==> config.mk <==
export PLATFORM = sky130hd
export DESIGN_NAME = seq_match_ctrl
export DESIGN_NICKNAME = d
export VERILOG_FILES = /design/src/rtl/seq_match_ctrl.sv
export SDC_FILE = /design/constraint.sdc
export NUM_CORES = 1
export LEC_CHECK = 0
export ABC_AREA = 1
export CAP_MARGIN = 5
export CORE_MARGIN = 5
export CORE_UTILIZATION = 55
export CTS_CLUSTER_DIAMETER = 120
export DETAILED_ROUTE_END_ITERATION = 10
export PLACE_DENSITY_LB_ADDON = 0.15
export SLEW_MARGIN = 20
export SYNTH_ARGS = -nofsm -noshare
export SYNTH_HDL_FRONTEND = slang
export SYNTH_SLANG_ARGS = --single-unit
export TNS_END_PERCENT = 5
==> constraint.sdc <==
create_clock -name clock -period 2.8 [get_ports clock]
set_input_delay 0.42 -clock clock [delete_from_list [all_inputs] [get_ports clock]]
set_output_delay 0.42 -clock clock [all_outputs]
set_load 0.01 [all_outputs]
==> src/rtl/seq_match_ctrl.sv <==
// Programmable bit-serial pattern detector with a run controller.
// A legal start latches pattern, length and window size. Each accepted bit
// shifts into a history register and is compared against the latched pattern.
// Overlapping matches are counted, and the run ends after nbits accepts.
module seq_match_ctrl #(
    parameter int MAXLEN = 8,
    parameter int LENW   = 4,
    parameter int CNTW   = 8,
    parameter int NW     = 16
) (
    input  logic              clock,
    input  logic              rst,
    input  logic              start,
    input  logic [MAXLEN-1:0] pat,
    input  logic [LENW-1:0]   len,
    input  logic [NW-1:0]     nbits,
    input  logic              d_valid,
    input  logic              d_in,
    output logic              d_ready,
    output logic              found,
    output logic [CNTW-1:0]   match_cnt,
    output logic              busy,
    output logic              done,
    output logic              err
);

    typedef enum logic [1:0] {
        IDLE = 2'd0,
        RUN  = 2'd1,
        DONE = 2'd2
    } state_t;

    state_t            state;
    state_t            state_next;

    logic [MAXLEN-1:0] pat_l;
    logic [LENW-1:0]   len_l;
    logic [NW-1:0]     remaining;
    logic [MAXLEN-1:0] sh;
    logic [LENW-1:0]   fill;

    logic              cmd_legal;
    logic              load;
    logic              accept;
    logic [MAXLEN-1:0] sh_new;
    logic [LENW:0]     fill_inc;
    logic [MAXLEN-1:0] len_mask;
    logic              hit;

    // Command check, accept decode and match compare on the post-shift value
    always_comb begin
        cmd_legal = (len != '0) && (len <= LENW'(MAXLEN)) && (nbits != '0);
        load      = (state == IDLE) && start && cmd_legal;
        accept    = d_valid && (state == RUN);
        sh_new    = {sh[MAXLEN-2:0], d_in};
        fill_inc  = {1'b0, fill} + (LENW+1)'(1);
        for (int i = 0; i < MAXLEN; i++) begin
            len_mask[i] = (i < int'(len_l));
        end
        // The window is full once this accept brings fill up to len.
        hit = accept && (fill_inc >= {1'b0, len_l})
                     && ((sh_new & len_mask) == (pat_l & len_mask));
    end

    // State register
    always_ff @(posedge clock or posedge rst) begin
        // NOTE: sequential state uses non-blocking assignments so every register
        // samples the pre-edge values regardless of block ordering.
        if (rst) begin
            state <= IDLE;
        end else begin
            state <= state_next;
        end
    end

    // Next-state logic and state-decoded outputs
    always_comb begin
        // NOTE: every output of this block gets a default first so no path
        // leaves a value unassigned, which would infer a latch.
        state_next = state;
        d_ready    = 1'b0;
        busy       = 1'b0;
        done       = 1'b0;
        case (state)
            IDLE: begin
                if (load) begin
                    state_next = RUN;
                end
            end
            RUN: begin
                d_ready = 1'b1;
                busy    = 1'b1;
                if (accept && (remaining == NW'(1))) begin
                    state_next = DONE;
                end
            end
            DONE: begin
                busy       = 1'b1;
                done       = 1'b1;
                state_next = IDLE;
            end
            default: begin
                state_next = IDLE;
            end
        endcase
    end

    // Datapath: command latch, shift history, counters and registered pulses
    always_ff @(posedge clock or posedge rst) begin
        // NOTE: the latched command registers are reset as well. They are only
        // a few flops, and resetting them keeps post-reset behaviour fully defined.
        if (rst) begin
            pat_l     <= '0;
            len_l     <= '0;
            remaining <= '0;
            sh        <= '0;
            fill      <= '0;
            match_cnt <= '0;
            found     <= 1'b0;
            err       <= 1'b0;
        end else begin
            found <= hit;
            err   <= (state == IDLE) && start && !cmd_legal;
            if (load) begin
                pat_l     <= pat;
                len_l     <= len;
                remaining <= nbits;
                sh        <= '0;
                fill      <= '0;
                match_cnt <= '0;
            end else if (accept) begin
                sh        <= sh_new;
                remaining <= remaining - NW'(1);
                if (fill_inc >= {1'b0, len_l}) begin
                    fill <= len_l;
                end else begin
                    fill <= fill_inc[LENW-1:0];
                end
                if (hit && (match_cnt != {CNTW{1'b1}})) begin
                    match_cnt <= match_cnt + CNTW'(1);
                end
            end
        end
    end

endmodule

==> results by group <==
Timing
  – Setup violators final: 0
  – Slew at the pin closest to its max-slew limit: 568 ps
  – Worst hold slack: 445 ps
  – Relative slew slack: 62.1%
  – RSZ-0062 raised after global routing: no
  – Setup TNS: 0 ps
  – Pins over their slew limit: 0
  – Max Clock Freq: 449 MHz
  – Final hold vios: 0
  – Final critical-path share of the clock period: 79.5%
  – Worst Clk Skew: 12.3 ps
  – Min cycle time layout: 2230 ps

Logic synthesis
  – Syn avg cell area: 7.25 um^2
  – Simple logic cell fraction of the synthesized area: 36.4%
  – Synth Area in Adders: 4.37%
  – Seq/Total Area, Yosys: 40.5%
  – Synth Area in Compound Gates: 4.13%
  – Synth top cells by count: nand2_1, dfrtp_1, inv_1, nor2_1, nand3_1
  – Synth async-reset ratio: 100%
  – Cell count after synthesis: 435
  – Most common cell in the netlist: nand2_1
  – Prevailing post-synth register cell: dfrtp_1
  – Yosys reg bits: 51
  – Syn Nets: 479
  – Post-synth top area cell: dfrtp_1
  – Mapped Area: 0.00315 mm^2
  – Post-synthesis mux area share: 0%
  – Yosys top cell area share: 40.5%
  – Xor/xnor share of the synthesized area: 6.35%
  – Ranking of synthesized cells by area: dfrtp_1, nand2_1, inv_1
  – Post-synth EDFFs: 0
  – Warnings, synthesis: 0
  – Largest family of logic cells by synthesized area: simple AND/OR/NAND/NOR gates
  – Yosys cell types: 27

Clock tree
  – TritonCTS Buffers: 5
  – CTS Root Cell: clkbuf_8
  – Clock tree buffer depth: 2
  – Worst skew pair latency: 310 ps
  – Htree depth: 2
  – Post_cts resized: 0
  – CTS tree: built
  – Cts hold-fix bufs: 0
  – Clk sinks: 51
  – Clock transition at the registers of the reported paths: 100 ps
  – Setup Buffers After CTS: 0

Finish
  – Multi-input gate area: 0.00162 mm^2
  – Layout Nets: 523
  – Final core utilization: 68.1%
  – # fillers: 522
  – Layout cells sized above 1: 6.25%
  – Antenna diodes: 0
  – P&R area growth vs syn: 19.6%
  – Reg area: 0.00128 mm^2

Power and ir drop
  – Leak Pwr: 1.92 nW
  – Max VDD drop: 0.460 mV
  – PwrDens: 882 mW/mm^2

Detailed routing
  – Total wire length: 7.02 mm
  – Via-to-Cell Ratio: 5.02
  – Final ANT Viol Nets: 0
  – Drt pass-1 iters: 4
  – WL/cell: 12.7 um
  – Via count: 2770
  – Remaining DRCs: 0
  – First-iteration detailed-routing DRC count: 132

Global route
  – Initial antenna violation count: 0
  – Vias in the first global route: 2735
  – Largest net degree at the start of global routing: 35
  – Global Route Usage Sum: 20.3%
  – Remaining global-route overflow: 0
  – First-pass GRT wire length: 12.2 mm

Min path
  – Hold WC Path Type: input pin to async pin

Place
  – Gpl congestion: 0.844
  – IO Port Bufs: 45
  – HPWL Detailed: 5.14 mm

Setup path
  – Crit path from: fill[0]
  – Cells on worst reg2reg path: 14
  – Critical Path RT: 2990 ps
  – Critical path capture point type: flop
  – Worst Setup Start Kind: flop
  – Worst r2r src: fill[0]
  – Crit Path Class: flop to flop
  – Worst r2r dst: match_cnt[2]
  – Worst Path Max Fanout: 10
  – Arrival time worst endpoint: 2420 ps
  – R2R setup slack: 570 ps

Run status
  – Outcome: finished, final reports clean

Run
  – Number of max-cap violations: 0

Floorplanning
  – Rows: 27
  – Starting Density: 56.9%
  – Core ar.: 0.00554 mm^2
  – Die H: 85.7 um
  – Die span in x: 85.7 um
  – Boundary Pins: 46
  – Die area: 0.00735 mm^2
[how the worst max path moves through the flow]
stage | endpoint | slack [ps] | cells after the start
detailed placement | pat_l[3] | 370 | 7
global route | match_cnt[2] | 340 | 14
finish | match_cnt[2] | 570 | 14
floorplan | match_cnt[4] | 860 | 14
CTS | match_cnt[2] | 560 | 14
global placement | pat_l[6] | 450 | 8
[cell type report]
type                       count  area share, %
sequential                    51           33.8
clock inverter                 3           1.79
clock buffer                   5           1.82
inverter                      50           4.98
multi-input combinational    324           42.8
tap                           72           2.39
timing repair buffer          47           12.3
[layer usage]
| layer | wire length (um) | global-route usage, % |
|---|---|---|
| met1 | 3110 | 24.8 |
| met2 | 3620 | 37.3 |
| met3 | 236 | 3.75 |
| met4 | 60 | 3.88 |
| met5 | 0 | 0 |
[metrics by stage]
step                setup slack [ps]  total power [mW]  cell area (um^2)  std cells
finish                           574              3.32              3770        552
global route                     344              3.64              3770        552
CTS                              562              3.34              3770        552
detailed placement               372              2.72              3630        544
global placement                 450              2.66              3630        544
floorplan                        859              2.37              3150        435
[flip-flops by register name, indices dropped and copies added (netlist names)]
signal / flops
state: 2
found: 1
sh: 7
pat_l: 8
match_cnt: 8
err: 1
fill: 4
remaining: 16
len_l: 4
[where the power goes]
part           internal, mW  switching, mW  total (mW)
clock network         0.356          0.255       0.612
logic                 0.576          0.913        1.49
registers             0.982          0.242        1.22
total                  1.91           1.41        3.32
[worst max-delay path, cell delays in order, from the launching register on]
cell and delay (ps):
dfrtp_1 440, ha_1 240, xor2_1 170, ha_1 310, nand2_1 50, inv_1 40, nand2_1 40, nand2_1 50
nand2_1 40, nand2_1 150, nand2_4 90, nor2_8 190, nand2_4 110, nand3_1 110, nand2_1 70
[kinds of logic after synthesis]
kind of cell / after synthesis
XOR/XNOR: 22
AO/OA/AOI/OAI: 26
flip-flops: 51
adder cells (fa/ha/maj): 11
buffers and inverters: 60
AND/OR/NAND/NOR: 265
[placed cells by master, fill, tap and decap left out, types with 2 or more instances in the layout]
master,netlist,final
dfrtp_1,51,51
clkdlybuf4s50_1,0,45
o21ai_0,20,20
ha_1,11,11
nand2_2,4,4
bufinv_16,0,2
o21ai_1,4,4
nor2_2,2,2
inv_2,6,7
xor2_1,16,16
xnor2_1,5,5
nor2_1,37,37
nor3_1,2,2
buf_4,2,2
nand2_4,2,2
nand4_1,12,12
inv_1,44,43
nand3_1,33,33
a21oi_1,2,2
nand2_1,168,168
clkbuf_8,0,5
(Power assumes the default switching activity.)
